--- config.mk ---
export PLATFORM = sky130hd
export DESIGN_NAME = multicycle_control
export DESIGN_NICKNAME = d
export VERILOG_FILES = /design/src/rtl/riscv_ctrl_pkg.sv /design/src/rtl/multicycle_control_alu_decoder.sv /design/src/rtl/multicycle_control.sv
export SDC_FILE = /design/constraint.sdc
export NUM_CORES = 1
export LEC_CHECK = 0
export ABC_AREA = 1
export CAP_MARGIN = 20
export CORE_AREA = 3 3 40 42
export DETAILED_ROUTE_END_ITERATION = 7
export DIE_AREA = 0 0 43 45
export DONT_BUFFER_PORTS = 1
export GPL_ROUTABILITY_DRIVEN = 0
export PLACE_DENSITY = 0.65
export REMOVE_ABC_BUFFERS = 1
export SETUP_SLACK_MARGIN = 0.05
export SLEW_MARGIN = 0
export SYNTH_ARGS = -nofsm -noshare
export SYNTH_HDL_FRONTEND = slang
export SYNTH_HIERARCHICAL = 1
export SYNTH_SLANG_ARGS = --single-unit
--- constraint.sdc ---
create_clock -name clk -period 2.4 [get_ports clk]
set_input_delay 0.48 -clock clk [delete_from_list [all_inputs] [get_ports clk]]
set_output_delay 0.48 -clock clk [all_outputs]
set_load 0.02 [all_outputs]
--- src/rtl/riscv_ctrl_pkg.sv ---
// Shared encodings for the multi-cycle RV32I controller: FSM states, opcodes,
// immediate formats, mux selects and ALU codes. MC_CTRL_JALR_EN adds the jalr states.
package riscv_ctrl_pkg;

  typedef enum logic [3:0] {
    S_FETCH,
    S_DECODE,
    S_MEMADR,
    S_MEMREAD,
    S_MEMWB,
    S_MEMWRITE,
    S_EXECR,
    S_EXECI,
    S_ALUWB,
    S_BEQ,
    S_JAL
`ifdef MC_CTRL_JALR_EN
    ,
    S_JALR_TGT,
    S_JALR_LINK
`endif
  } mc_state_t;

  typedef enum logic [1:0] {
    ALUOP_ADD   = 2'b00,
    ALUOP_SUB   = 2'b01,
    ALUOP_FUNCT = 2'b10
  } alu_op_t;

  localparam logic [6:0] OP_LOAD   = 7'b0000011;
  localparam logic [6:0] OP_STORE  = 7'b0100011;
  localparam logic [6:0] OP_RTYPE  = 7'b0110011;
  localparam logic [6:0] OP_ITYPE  = 7'b0010011;
  localparam logic [6:0] OP_BRANCH = 7'b1100011;
  localparam logic [6:0] OP_JAL    = 7'b1101111;
  localparam logic [6:0] OP_JALR   = 7'b1100111;

  localparam logic [1:0] IMM_I = 2'b00;
  localparam logic [1:0] IMM_S = 2'b01;
  localparam logic [1:0] IMM_B = 2'b10;
  localparam logic [1:0] IMM_J = 2'b11;

  localparam logic [1:0] SRCA_PC    = 2'b00;
  localparam logic [1:0] SRCA_OLDPC = 2'b01;
  localparam logic [1:0] SRCA_RS1   = 2'b10;

  localparam logic [1:0] SRCB_RS2   = 2'b00;
  localparam logic [1:0] SRCB_IMM   = 2'b01;
  localparam logic [1:0] SRCB_FOUR  = 2'b10;

  localparam logic [1:0] RES_ALUOUT = 2'b00;
  localparam logic [1:0] RES_RDATA  = 2'b01;
  localparam logic [1:0] RES_ALURES = 2'b10;

  localparam logic [2:0] ALU_ADD = 3'b000;
  localparam logic [2:0] ALU_SUB = 3'b001;
  localparam logic [2:0] ALU_AND = 3'b010;
  localparam logic [2:0] ALU_OR  = 3'b011;
  localparam logic [2:0] ALU_SLT = 3'b101;

  // jalr shares the I format whether or not it is executable.
  function automatic logic [1:0] imm_src_of(input logic [6:0] op);
    logic [1:0] imm;
    imm = IMM_I;
    case (op)
      OP_LOAD, OP_ITYPE, OP_JALR: imm = IMM_I;
      OP_STORE:                   imm = IMM_S;
      OP_BRANCH:                  imm = IMM_B;
      OP_JAL:                     imm = IMM_J;
      default:                    imm = IMM_I;
    endcase
    return imm;
  endfunction

endpackage

--- src/rtl/multicycle_control_alu_decoder.sv ---
// alu_decoder: maps ALUOp plus funct3/funct7b5/opcode[5] to the 3-bit ALUControl.
module alu_decoder
  import riscv_ctrl_pkg::*;
(
  input  alu_op_t    alu_op,
  input  logic [2:0] funct3,
  input  logic       funct7b5,
  input  logic       op5,
  output logic [2:0] alu_control
);

  always_comb begin
    alu_control = ALU_ADD;
    case (alu_op)
      ALUOP_ADD: alu_control = ALU_ADD;
      ALUOP_SUB: alu_control = ALU_SUB;
      ALUOP_FUNCT: begin
        case (funct3)
          // funct7b5 only means sub for register-register ops; addi ignores it.
          3'b000:  alu_control = (funct7b5 & op5) ? ALU_SUB : ALU_ADD;
          3'b010:  alu_control = ALU_SLT;
          3'b110:  alu_control = ALU_OR;
          3'b111:  alu_control = ALU_AND;
          default: alu_control = ALU_ADD;
        endcase
      end
      default: alu_control = ALU_ADD;
    endcase
  end

endmodule

--- src/rtl/multicycle_control.sv ---
// Moore sequencing FSM for the multi-cycle RV32I datapath over a shared memory port.
// Define MC_CTRL_JALR_EN to execute jalr; otherwise opcode 1100111 is illegal.
module multicycle_control
  import riscv_ctrl_pkg::*;
(
  input  logic       clk,
  input  logic       rst,
  input  logic [6:0] opcode,
  input  logic [2:0] funct3,
  input  logic       funct7b5,
  input  logic       zero,
  input  logic       mem_ready,
  output logic [1:0] ImmSrc,
  output logic [1:0] ALUSrcA,
  output logic [1:0] ALUSrcB,
  output logic [1:0] ResultSrc,
  output logic [2:0] ALUControl,
  output logic       AdrSrc,
  output logic       IRWrite,
  output logic       PCWrite,
  output logic       RegWrite,
  output logic       MemWrite,
  output logic       illegal_instr
);

  mc_state_t state;
  mc_state_t state_next;
  mc_state_t state_eff;
  alu_op_t   alu_op;
  logic      pc_update;
  logic      branch;
  logic      ir_write;
  logic      reg_write;
  logic      mem_write;
  logic      illegal;
  logic      opcode_known;

  always_ff @(posedge clk) begin
    if (rst) state <= S_FETCH;
    else     state <= state_next;
  end

  always_comb begin
    opcode_known = 1'b1;
    case (opcode)
      OP_LOAD, OP_STORE, OP_RTYPE, OP_ITYPE, OP_BRANCH, OP_JAL: opcode_known = 1'b1;
`ifdef MC_CTRL_JALR_EN
      OP_JALR: opcode_known = 1'b1;
`endif
      default: opcode_known = 1'b0;
    endcase
  end

  always_comb begin
    state_next = state;
    case (state)
      S_FETCH:    state_next = mem_ready ? S_DECODE : S_FETCH;
      S_DECODE: begin
        case (opcode)
          OP_LOAD, OP_STORE: state_next = S_MEMADR;
          OP_RTYPE:          state_next = S_EXECR;
          OP_ITYPE:          state_next = S_EXECI;
          OP_BRANCH:         state_next = S_BEQ;
          OP_JAL:            state_next = S_JAL;
`ifdef MC_CTRL_JALR_EN
          OP_JALR:           state_next = S_JALR_TGT;
`endif
          default:           state_next = S_FETCH;
        endcase
      end
      S_MEMADR:    state_next = (opcode == OP_LOAD) ? S_MEMREAD : S_MEMWRITE;
      S_MEMREAD:   state_next = mem_ready ? S_MEMWB : S_MEMREAD;
      S_MEMWB:     state_next = S_FETCH;
      S_MEMWRITE:  state_next = mem_ready ? S_FETCH : S_MEMWRITE;
      S_EXECR:     state_next = S_ALUWB;
      S_EXECI:     state_next = S_ALUWB;
      S_ALUWB:     state_next = S_FETCH;
      S_BEQ:       state_next = S_FETCH;
      S_JAL:       state_next = S_ALUWB;
`ifdef MC_CTRL_JALR_EN
      S_JALR_TGT:  state_next = S_JALR_LINK;
      S_JALR_LINK: state_next = S_ALUWB;
`endif
      default:     state_next = S_FETCH;
    endcase
  end

  // While rst is high the datapath sees FETCH selects, so an aborted instruction
  // never leaves a stray mux setting behind.
  assign state_eff = rst ? S_FETCH : state;

  always_comb begin
    ALUSrcA   = SRCA_PC;
    ALUSrcB   = SRCB_RS2;
    ResultSrc = RES_ALUOUT;
    AdrSrc    = 1'b0;
    alu_op    = ALUOP_ADD;
    pc_update = 1'b0;
    branch    = 1'b0;
    ir_write  = 1'b0;
    reg_write = 1'b0;
    mem_write = 1'b0;
    illegal   = 1'b0;
    case (state_eff)
      S_FETCH: begin
        ALUSrcB   = SRCB_FOUR;
        ResultSrc = RES_ALURES;
        ir_write  = mem_ready;
        pc_update = mem_ready;
      end
      S_DECODE: begin
        ALUSrcA = SRCA_OLDPC;
        ALUSrcB = SRCB_IMM;
        illegal = ~opcode_known;
      end
      S_MEMADR: begin
        ALUSrcA = SRCA_RS1;
        ALUSrcB = SRCB_IMM;
      end
      S_MEMREAD: AdrSrc = 1'b1;
      S_MEMWB: begin
        ResultSrc = RES_RDATA;
        reg_write = 1'b1;
      end
      S_MEMWRITE: begin
        AdrSrc    = 1'b1;
        mem_write = 1'b1;
      end
      S_EXECR: begin
        ALUSrcA = SRCA_RS1;
        alu_op  = ALUOP_FUNCT;
      end
      S_EXECI: begin
        ALUSrcA = SRCA_RS1;
        ALUSrcB = SRCB_IMM;
        alu_op  = ALUOP_FUNCT;
      end
      S_ALUWB: reg_write = 1'b1;
      S_BEQ: begin
        ALUSrcA = SRCA_RS1;
        alu_op  = ALUOP_SUB;
        branch  = 1'b1;
      end
      S_JAL: begin
        ALUSrcA   = SRCA_OLDPC;
        ALUSrcB   = SRCB_FOUR;
        pc_update = 1'b1;
      end
`ifdef MC_CTRL_JALR_EN
      S_JALR_TGT: begin
        ALUSrcA = SRCA_RS1;
        ALUSrcB = SRCB_IMM;
      end
      S_JALR_LINK: begin
        ALUSrcA   = SRCA_OLDPC;
        ALUSrcB   = SRCB_FOUR;
        pc_update = 1'b1;
      end
`endif
      default: ;
    endcase
  end

  assign ImmSrc        = imm_src_of(opcode);
  assign IRWrite       = ir_write & ~rst;
  assign RegWrite      = reg_write & ~rst;
  assign MemWrite      = mem_write & ~rst;
  assign illegal_instr = illegal & ~rst;
  assign PCWrite       = (pc_update | (branch & zero)) & ~rst;

  alu_decoder u_alu_decoder (
    .alu_op      (alu_op),
    .funct3      (funct3),
    .funct7b5    (funct7b5),
    .op5         (opcode[5]),
    .alu_control (ALUControl)
  );

endmodule
==> metrics.csv <==
metric,value,unit
max-slew violations,0,
most frequent cells in the layout,"29 x nand2_1, 19 x inv_1, 18 x nor2_1, 7 x nor2_2, 5 x inv_2",
Setup crit end kind,output port,
synthesized area,608,sq um
fin util,0.551,
Remaining DRCs,0,
Setup Skew,0.000701,ns
clock share of power,0.417,
"commonest non-fill, non-tap cell in the layout",nand2_1,
total of max-cap violations,0,
FILL cells,131,
number of flip-flops under the largest register name,4,
crit path DAT,1.73,ns
Worst-Margin Slew,0.483,ns
die span in y,45,microns
sequential power share,0.372,
H-tree depth,1,
worst hold path type,in2reg,
CTS Buf Count,3,
Placed Area,629,sq um
power share of the combinational group,0.211,
cells after synthesis,115,
HPWL Detailed,1140,microns
FP Rows,13,
Final min period,2.21,ns
critical path launch point type,flip-flop,
all-layer global routing usage,0.156,
Post-Route WL,1430,microns
Slew Limit Headroom,0.677,
switching share of power,0.283,
clk sinks,4,
Buf/Inv on CP,4,
Final Hold Vio Count,0,
Yosys reg bits,4,
Synth cell types,23,
Final #Nets,138,
post-detailed-route count of antenna-violating nets,0,
Layout Cells excl Fill,134,
Die Wd,43,microns
Ports,32,
total gr overflow,0,
DR vias,684,
Die Area,1940,sq um
DP Cell Count,130,
final-report setup violation count,0,
sw power,53.6,uW
clock tree buffer depth,2,
first-pass GRT wire length,2290,microns
largest net degree at the start of global routing,13,
"delay-heaviest family, CP",simple AND/OR/NAND/NOR gates,
Via density,5.10,
Power Density,267,nW/um^2
pre-CTS setup slack,0.239,ns
n_diodes,0,
period utilization,0.921,
crit-path cells,inv_2 > nand2_4 > nor2_4 > nand2_1 > inv_2 > inv_1 > ha_4 > inv_2 > nand4_1 > nor2_4,
"Req. time, crit path",1.92,ns
internal power,136,uW
R2R depth,9,
clock tree root driver cell,clkbuf_4,
unrepaired setup endpoints after global routing,no,
critical path's largest stage delay,0.33,ns
initial antenna violation count,0,
top flop regs,state (4),
CP Max Fanout,5,
initial drt markers,16,
vias in the first global route,594,
Clock Pin Slew Worst Setup and Hold Paths,0.03,ns
initial cell density of the core,0.473,
TNS Setup,0,ns
status,completed,
total of warnings raised by yosys,6,
Avg WL per Cell,10.6,microns
synthesized area per cell,5.29,sq um
Hold Path Depth,1,
clk_lat worst skew,0.23,ns
Setup WS post-layout,0.189,ns
fraction of layout cells with a size suffix above 1,0.269,
first-pass detailed-route iteration total,6,
type of the worst setup path,reg2out,
sequential area share after synthesis,0.132,
Top reg by flops,state,
Levels on crit path,10,
Leakage,0.360,nW
VDD IR max,0.130,mV
Critical-path top delay cell,dfxtp_1,
"Design Area, Final",708,sq um
TritonCTS clock tree,done,
synth-to-layout area growth,16.5,%
PortBufs,0,
FMAX,452,MHz
CP dominant cell by count,inv_2,
core area,1280,sq um
-- power groups by stage --
stage                     Combinational, mW  Sequential (mW)  Clock (mW)
after detailed placement             0.0382           0.0707           0
after CTS                            0.0384           0.0697      0.0807
final                                0.0400           0.0703      0.0789
after global placement               0.0377           0.0706           0
after global routing                 0.0455           0.0705      0.0856
after floorplan                      0.0336           0.0705           0
-- what timing repair did --
item	4_1_cts	5_1_grt
resized for setup	1	14
hold buffers	0	0
endpoints found under the setup margin	1	3
gates cloned	0	0
pin swaps	0	3
buffers inserted	0	1
-- path summary, 6_finish.rpt --
path,start,end,slack [ns]
setup / recovery,state[1],ALUControl[2],0.19
hold / removal,rst,state[1],0.31
setup reg to reg,state[1],state[2],1.21
hold reg to reg,state[1],state[3],0.56
-- synth_stat cells --
| cell | instances | area, sq um |
|---|---|---|
| a21oi_2 | 2 | 17.5 |
| inv_1 | 23 | 86.3 |
| nor2_2 | 6 | 37.5 |
| inv_2 | 1 | 3.75 |
| nor3_2 | 1 | 10.0 |
| nor3b_1 | 1 | 7.51 |
| a21o_1 | 1 | 7.51 |
| dfxtp_1 | 4 | 80.1 |
| and3_1 | 1 | 6.26 |
| o22ai_1 | 1 | 6.26 |
| buf_2 | 1 | 5.00 |
| nand2_1 | 29 | 109 |
| o211ai_1 | 3 | 22.5 |
| o21ai_1 | 1 | 5.00 |
| ha_1 | 2 | 25.0 |
| o21ai_0 | 1 | 5.00 |
| nand3_2 | 1 | 10.0 |
| a21boi_1 | 1 | 7.51 |
| nand3_1 | 4 | 20.0 |
| nand2_2 | 5 | 31.3 |
| nand4_1 | 2 | 12.5 |
| a21oi_1 | 2 | 10.0 |
| nor2_1 | 22 | 82.6 |
-- layer usage --
metal  global-route usage  vias to the layer above  share of wire
met1                0.192                      283           0.41
met3               0.0558                        3           0.10
li1                     -                      363              -
met4               0.0843                        0         0.0084
met5                    0                        -              0
met2                0.237                       35           0.47
-- per-stage QoR --
stage / power, mW / hold slack (ns)
after detailed placement: 0.109 / 0.546
final: 0.189 / 0.311
after global placement: 0.108 / 0.545
after floorplan: 0.104 / 0.508
after global routing: 0.202 / 0.304
after CTS: 0.189 / 0.307
-- layout make-up --
cell class              count  area [sq um]  share of cell area
multi-input cells          86           480               0.678
inverters                  24          90.1               0.127
repair buffers              2          15.0              0.0212
flip-flops and latches      4          81.3               0.115
clock buffers               3          22.5              0.0318
well taps                  15          18.8              0.0265
-- cells by family (layout without fill, tap and decap cells) --
kind of cell    count (synthesis)  count (layout)  share of synthesized area
simple gates                   72              72                      0.537
compound gates                 12              12                      0.134
buf+inv                        25              29                      0.156
fa+ha+maj                       2               2                     0.0411
flops                           4               4                      0.132
No activity file was read; power rests on OpenSTA's default activity.
